--- config.mk ---
export PLATFORM = sky130hd
export DESIGN_NAME = piso_serializer_flat
export DESIGN_NICKNAME = d
export VERILOG_FILES = /design/src/rtl/piso_serializer_pkg.sv /design/src/rtl/piso_serializer_if.sv /design/src/rtl/piso_serializer_sym_counter.sv /design/src/rtl/piso_serializer.sv /design/src/flat_wrapper.sv
export SDC_FILE = /design/constraint.sdc
export NUM_CORES = 1
export LEC_CHECK = 0
export ABC_AREA = 1
export BUFFER_PORTS_ARGS = -buffer_cell sky130_fd_sc_hd__buf_2
export CELL_PAD_IN_SITES_DETAIL_PLACEMENT = 0
export CELL_PAD_IN_SITES_GLOBAL_PLACEMENT = 1
export CORE_UTILIZATION = 36
export CTS_BUF_LIST = sky130_fd_sc_hd__clkbuf_8
export DETAILED_ROUTE_END_ITERATION = 10
export GPL_ROUTABILITY_DRIVEN = 1
export MAX_ROUTING_LAYER = met4
export PLACE_DENSITY_LB_ADDON = 0.1
export SYNTH_ARGS = -nofsm -noshare
export SYNTH_HDL_FRONTEND = slang
export SYNTH_SLANG_ARGS = --single-unit
--- constraint.sdc ---
create_clock -name i_clk -period 0.95 [get_ports i_clk]
set_input_delay 0.0475 -clock i_clk [delete_from_list [all_inputs] [get_ports i_clk]]
set_output_delay 0.0475 -clock i_clk [all_outputs]
set_load 0.03 [all_outputs]
--- src/rtl/piso_serializer_pkg.sv ---
// Shared types and sizing helpers for the parallel-in/serial-out serializer.
package piso_pkg;

    typedef enum logic {
        IDLE,
        SHIFT
    } piso_state_t;

    function automatic int unsigned calc_num_sym(input int unsigned size_in,
                                                 input int unsigned size_out);
        return size_in / size_out;
    endfunction

    // Keep at least one bit so degenerate sizes still elaborate before the checks fire.
    function automatic int unsigned calc_cnt_w(input int unsigned size_in,
                                               input int unsigned size_out);
        int unsigned n;
        n = size_in / size_out;
        return (n > 1) ? $clog2(n) : 1;
    endfunction

endpackage

--- src/rtl/piso_serializer_if.sv ---
// Start/data request and symbol/valid/done response of the serializer.
interface piso_serializer_if #(
    parameter int unsigned SIZE_DATA_IN  = 16,
    parameter int unsigned SIZE_DATA_OUT = 2
);

    logic                     i_start;
    logic [SIZE_DATA_IN-1:0]  i_data;
    logic [SIZE_DATA_OUT-1:0] o_data;
    logic                     o_valid;
    logic                     o_done;

    modport master (
        output i_start,
        output i_data,
        input  o_data,
        input  o_valid,
        input  o_done
    );

    modport slave (
        input  i_start,
        input  i_data,
        output o_data,
        output o_valid,
        output o_done
    );

endinterface

--- src/rtl/piso_serializer_sym_counter.sv ---
// Modulo-NUM_SYM symbol counter with load/enable; o_tc flags the final symbol index.
module piso_sym_counter
    import piso_pkg::*;
#(
    parameter int unsigned NUM_SYM = 8,
    parameter int unsigned CNT_W   = 3
) (
    input  logic             clk_i,
    input  logic             rst_i,
    input  logic             load_i,
    input  logic             en_i,
    input  logic [CNT_W-1:0] load_val_i,
    output logic             tc_o
);

    localparam logic [CNT_W-1:0] LastIdx = CNT_W'(NUM_SYM - 1);

    logic [CNT_W-1:0] cnt_q, cnt_d;

    always_comb begin
        cnt_d = cnt_q;
        if (load_i) begin
            cnt_d = load_val_i;
        end else if (en_i) begin
            cnt_d = (cnt_q == LastIdx) ? '0 : cnt_q + 1'b1;
        end
    end

    always_ff @(posedge clk_i) begin
        if (rst_i) begin
            cnt_q <= '0;
        end else begin
            cnt_q <= cnt_d;
        end
    end

    assign tc_o = (cnt_q == LastIdx);

endmodule

--- src/rtl/piso_serializer.sv ---
// Parallel-in/serial-out serializer: one SIZE_DATA_OUT-bit symbol per clock, MSB symbol first.
// Define PISO_LSB_FIRST_EN to emit the least-significant symbol first instead.
module piso_serializer
    import piso_pkg::*;
#(
    parameter int unsigned SIZE_DATA_IN  = 16,
    parameter int unsigned SIZE_DATA_OUT = 2
) (
    input  logic               i_clk,
    input  logic               i_rst,
    piso_serializer_if.slave   bus
);

    localparam int unsigned NUM_SYM = calc_num_sym(SIZE_DATA_IN, SIZE_DATA_OUT);
    localparam int unsigned CNT_W   = calc_cnt_w(SIZE_DATA_IN, SIZE_DATA_OUT);

    if (SIZE_DATA_IN % SIZE_DATA_OUT != 0) begin : g_bad_ratio
        $error("SIZE_DATA_IN must be an integer multiple of SIZE_DATA_OUT");
    end
    if (NUM_SYM < 2) begin : g_bad_num_sym
        $error("SIZE_DATA_IN/SIZE_DATA_OUT must be at least 2");
    end

    piso_state_t              state_q, state_d;
    logic [SIZE_DATA_IN-1:0]  shreg_q, shreg_d;
    logic [SIZE_DATA_OUT-1:0] data_q, data_d;
    logic                     valid_q, valid_d;
    logic                     done_q, done_d;

    logic                     cnt_load, cnt_en, cnt_tc;
    logic [SIZE_DATA_OUT-1:0] cap_sym, nxt_sym;
    logic [SIZE_DATA_IN-1:0]  cap_rest, nxt_rest;

`ifdef PISO_LSB_FIRST_EN
    assign cap_sym  = bus.i_data[SIZE_DATA_OUT-1:0];
    assign cap_rest = bus.i_data >> SIZE_DATA_OUT;
    assign nxt_sym  = shreg_q[SIZE_DATA_OUT-1:0];
    assign nxt_rest = shreg_q >> SIZE_DATA_OUT;
`else
    assign cap_sym  = bus.i_data[SIZE_DATA_IN-1 -: SIZE_DATA_OUT];
    assign cap_rest = bus.i_data << SIZE_DATA_OUT;
    assign nxt_sym  = shreg_q[SIZE_DATA_IN-1 -: SIZE_DATA_OUT];
    assign nxt_rest = shreg_q << SIZE_DATA_OUT;
`endif

    piso_sym_counter #(
        .NUM_SYM (NUM_SYM),
        .CNT_W   (CNT_W)
    ) u_sym_counter (
        .clk_i      (i_clk),
        .rst_i      (i_rst),
        .load_i     (cnt_load),
        .en_i       (cnt_en),
        .load_val_i (CNT_W'(1)),
        .tc_o       (cnt_tc)
    );

    always_comb begin
        state_d  = state_q;
        shreg_d  = shreg_q;
        data_d   = data_q;
        valid_d  = valid_q;
        done_d   = 1'b0;
        cnt_load = 1'b0;
        cnt_en   = 1'b0;

        unique case (state_q)
            IDLE: begin
                if (bus.i_start) begin
                    state_d  = SHIFT;
                    data_d   = cap_sym;
                    shreg_d  = cap_rest;
                    valid_d  = 1'b1;
                    cnt_load = 1'b1;
                end else begin
                    data_d  = '0;
                    valid_d = 1'b0;
                end
            end
            SHIFT: begin
                // done_q marks the edge after the last symbol: a new word may start back-to-back.
                if (done_q) begin
                    if (bus.i_start) begin
                        data_d   = cap_sym;
                        shreg_d  = cap_rest;
                        valid_d  = 1'b1;
                        cnt_load = 1'b1;
                    end else begin
                        state_d = IDLE;
                        data_d  = '0;
                        shreg_d = '0;
                        valid_d = 1'b0;
                    end
                end else begin
                    data_d  = nxt_sym;
                    shreg_d = nxt_rest;
                    cnt_en  = 1'b1;
                    done_d  = cnt_tc;
                end
            end
            default: state_d = IDLE;
        endcase
    end

    always_ff @(posedge i_clk) begin
        if (i_rst) begin
            state_q <= IDLE;
            shreg_q <= '0;
            data_q  <= '0;
            valid_q <= 1'b0;
            done_q  <= 1'b0;
        end else begin
            state_q <= state_d;
            shreg_q <= shreg_d;
            data_q  <= data_d;
            valid_q <= valid_d;
            done_q  <= done_d;
        end
    end

    assign bus.o_data  = data_q;
    assign bus.o_valid = valid_q;
    assign bus.o_done  = done_q;

endmodule

--- src/flat_wrapper.sv ---
// flat-port wrapper written by rule: the top's interface ports become plain ports
module piso_serializer_flat import piso_pkg::*;
#(
    parameter int unsigned SIZE_DATA_IN  = 16,
    parameter int unsigned SIZE_DATA_OUT = 2
)
  (i_clk, i_rst, bus_i_start, bus_i_data, bus_o_data, bus_o_valid, bus_o_done);
  piso_serializer_if #(.SIZE_DATA_IN(SIZE_DATA_IN), .SIZE_DATA_OUT(SIZE_DATA_OUT)) bus_i ();
  input  logic i_clk;
  input  logic i_rst;
  input wire logic [$bits(bus_i.i_start)-1:0] bus_i_start;
  input wire logic [$bits(bus_i.i_data)-1:0] bus_i_data;
  output wire logic [$bits(bus_i.o_data)-1:0] bus_o_data;
  output wire logic [$bits(bus_i.o_valid)-1:0] bus_o_valid;
  output wire logic [$bits(bus_i.o_done)-1:0] bus_o_done;
  assign bus_i.i_start = bus_i_start;
  assign bus_i.i_data = bus_i_data;
  assign bus_o_data = bus_i.o_data;
  assign bus_o_valid = bus_i.o_valid;
  assign bus_o_done = bus_i.o_done;
  piso_serializer #(.SIZE_DATA_IN(SIZE_DATA_IN), .SIZE_DATA_OUT(SIZE_DATA_OUT)) u_core (.i_clk(i_clk), .i_rst(i_rst), .bus(bus_i));
endmodule
==> reports/qor.json <==
{
  "boundaryPins": 23,
  "worstHoldPathCells": 3,
  "cts_setup_buffers": 0,
  "hpwl_mm": 1.71,
  "design.core.area_um2": 2810,
  "gp_routability_congestion": 0.738,
  "grt_usage": 0.192,
  "vias_per_cell": 5.06,
  "power_density_nw_per_um2": 1430,
  "nets_final": 197,
  "dieWidth_um": 56.9,
  "setup_repair_after_global_routing_missed_its_margin": "yes",
  "timing.final.ws_setup_ns": -0.0269,
  "maxCapViolations": 0,
  "grt_pass1_vias": 1018,
  "clock-skew-final_ns": 0.00900,
  "drive_above_1_share": 0.486,
  "first_pass_grt_wire_length_mm": 4.71,
  "detail_route.first_pass.iterations": 7,
  "pin_count_of_the_biggest_net_entering_global_routing": 20,
  "critical_path.endpoint_type": "flop",
  "ant_nets": 0,
  "synth_cells": 144,
  "run_status": "finished, violations left",
  "final.period_utilization": 1.03,
  "synthesis.area_um2": 1080,
  "worst-slew-pin-transition_ns": 0.249,
  "cts_root_buffer": "sky130_fd_sc_hd__clkbuf_8",
  "fmax_ghz": 1.02,
  "maximum_level_of_the_cts_h_tree": 1,
  "synthSimpleGateAreaFrac": 0.261,
  "final-hold-violation-count": 0,
  "clk_transition_reported_paths_ns": 0.08,
  "synth.mux.area_fraction": 0,
  "start_kind": "flop",
  "synth-seq-cells": 22,
  "report.final.slew_viol_count": 0,
  "slew_headroom": 0.834,
  "synthXorXnorAreaFrac": 0,
  "antenna_found_initial": 0,
  "placement_rows": 19,
  "diodes": 0,
  "ir_worst_vdd_mv": 0.761,
  "cp_data_required_time_ns": 1.14,
  "crit_arrival_ns": 1.17,
  "ctsLongestPathBuffers": 2,
  "vias": 1042,
  "setup-violations-final": 8,
  "first_iter_violations": 27,
  "hold_class": "primary input to flop",
  "dpl_cells": 199,
  "layout-area-overhead-vs-synth_pct": 39.5,
  "synth_seq_area_share": 0.406,
  "reg2reg_setup_slack_ns": -0.03,
  "dieHeight_um": 56.9,
  "fillers": 280,
  "synth-compound-area-share": 0.185,
  "clock_tree_from_tritoncts": "built",
  "reg2reg_depth": 5,
  "timing.final.crit_period_ns": 0.977,
  "crit_fanout": 13,
  "synth_top_family_by_area": "simple AND/OR/NAND/NOR gates",
  "total_power_mw": 2.16,
  "mean_instance_size_in_the_synthesized_netlist_um2": 7.52,
  "final_non_filler_cells": 206,
  "worstSkewPairLatency_ns": 0.26,
  "port_bufs": 22,
  "overflow": 0,
  "syn_warnings": 0,
  "netlist-cell-type-count": 16,
  "failed_checks": "design-rule violations, negative setup slack",
  "finish.utilization": 0.539,
  "post-route-drc-count": 4,
  "cts_buffers": 3,
  "synth_nets": 165,
  "leakagePower_nw": 0.675,
  "floorplan.die_area_um2": 3230,
  "synth_fa_ha_area_frac": 0.0231,
  "wl_per_cell_um": 13.0,
  "finalWirelength_mm": 2.68,
  "type_of_the_worst_setup_path": "flop to flop",
  "clock-sinks": 22,
  "floorplan.initialDensity": 0.386
}
[timing repair]
| action | 4_1_cts | 5_1_grt |
|---|---|---|
| gates cloned | 2 | 0 |
| setup endpoints to repair | 21 | 21 |
| pin swaps | 4 | 3 |
| hold endpoints to repair | 3 | 0 |
| hold buffers | 1 | 0 |
| gates resized for setup | 16 | 26 |
[metal layers]
| metal | share of wire | GRT usage | up-vias | routed length [um] |
|---|---|---|---|---|
| met2 | 0.49 | 0.308 | 22 | 1320 |
| met4 | 0.0052 | 0.0523 | 0 | 14 |
| met3 | 0.046 | 0.0161 | 2 | 122 |
| met1 | 0.46 | 0.259 | 487 | 1220 |
| li1 | - | - | 531 | - |
| met5 | 0 | - | - | 0 |
[logic make-up (layout without fill, tap and decap cells)]
| kind of cell | after synthesis | after routing |
|---|---|---|
| and+or+nand+nor | 62 | 63 |
| AOI/OAI and AO/OA | 31 | 31 |
| buffers and inverters | 27 | 57 |
| DFF | 22 | 22 |
| adders and majority gates | 2 | 2 |
[path summary, 6_finish.rpt]
kind | start | endpoint
worst max-delay path | u_core.state_q | u_core.shreg_q[7]
worst min-delay path | bus_i_data[10] | u_core.shreg_q[12]
worst max register to register | u_core.state_q | u_core.shreg_q[7]
worst min register to register | u_core.shreg_q[2] | u_core.shreg_q[2]
[flip-flops by register name, summed over array words and instances (netlist names)]
name	count
u_core.bus.o_data	2
u_core.bus.o_done	1
u_core.bus.o_valid	1
u_core.shreg_q	14
u_core.state_q	1
u_core.u_sym_counter.cnt_q	3
[area by class of cell]
| class | instances | area, um2 | share of cell area |
|---|---|---|---|
| Tap cell | 31 | 38.8 | 0.0257 |
| Clock buffer | 4 | 55.1 | 0.0364 |
| Timing Repair Buffer | 34 | 238 | 0.157 |
| Sequential cell | 22 | 450 | 0.298 |
| Multi-Input combinational cell | 96 | 649 | 0.430 |
| Inverter | 19 | 80.1 | 0.0530 |
[stage by stage]
stage | hold WS (ns) | setup TNS [ns] | worst slack [ns] | area, um2
2_1_floorplan | 0.110 | 0 | 0.00182 | 1090
3_3_place_gp | 0.253 | -0.286 | -0.0386 | 1260
3_5_place_dp | 0.262 | -0.761 | -0.0687 | 1260
4_1_cts | 0.0393 | -0.125 | -0.0178 | 1420
5_1_grt | 0.0509 | -0.957 | -0.0672 | 1510
6_report | 0.0372 | -0.0881 | -0.0269 | 1510
[cell usage in the layout (no fill, tap or decap), drive strengths merged]
cell	count
nand3	28
clkbuf	4
inv	18
ha	2
nand2	29
o21ai	15
dlygate4sd3	1
nor2	6
buf	33
dfxtp	22
a21oi	16
clkinvlp	1
[worst max-delay path, stage by stage, from the launching register on]
cell,delay (ns)
sky130_fd_sc_hd__dfxtp_4,0.41
sky130_fd_sc_hd__inv_4,0.13
sky130_fd_sc_hd__nand2_8,0.10
sky130_fd_sc_hd__nand2_1,0.12
sky130_fd_sc_hd__inv_2,0.04
sky130_fd_sc_hd__a21oi_2,0.11
[synthesized netlist by cell type]
cell type | number | area [um2]
sky130_fd_sc_hd__a21oi_1 | 4 | 20.0
sky130_fd_sc_hd__inv_1 | 17 | 63.8
sky130_fd_sc_hd__buf_2 | 3 | 15.0
sky130_fd_sc_hd__ha_1 | 2 | 25.0
sky130_fd_sc_hd__buf_4 | 2 | 15.0
sky130_fd_sc_hd__nand2_2 | 3 | 18.8
sky130_fd_sc_hd__dfxtp_1 | 22 | 440
sky130_fd_sc_hd__nand3_1 | 28 | 140
sky130_fd_sc_hd__nand2_4 | 1 | 11.3
sky130_fd_sc_hd__o21ai_1 | 12 | 60.1
sky130_fd_sc_hd__o21ai_0 | 3 | 15.0
sky130_fd_sc_hd__nand2_1 | 24 | 90.1
sky130_fd_sc_hd__inv_2 | 2 | 7.51
sky130_fd_sc_hd__buf_6 | 3 | 33.8
sky130_fd_sc_hd__a21oi_2 | 12 | 105
sky130_fd_sc_hd__nor2_1 | 6 | 22.5
[report_power, final]
group	leakage, nW	switching [mW]	internal [mW]	total, mW
Clock	0.0288	0.300	0.369	0.669
Sequential	0.184	0.0555	0.986	1.04
Combinational	0.463	0.256	0.195	0.451
Total	0.675	0.611	1.55	2.16
Power figures use the tool's default switching activity.
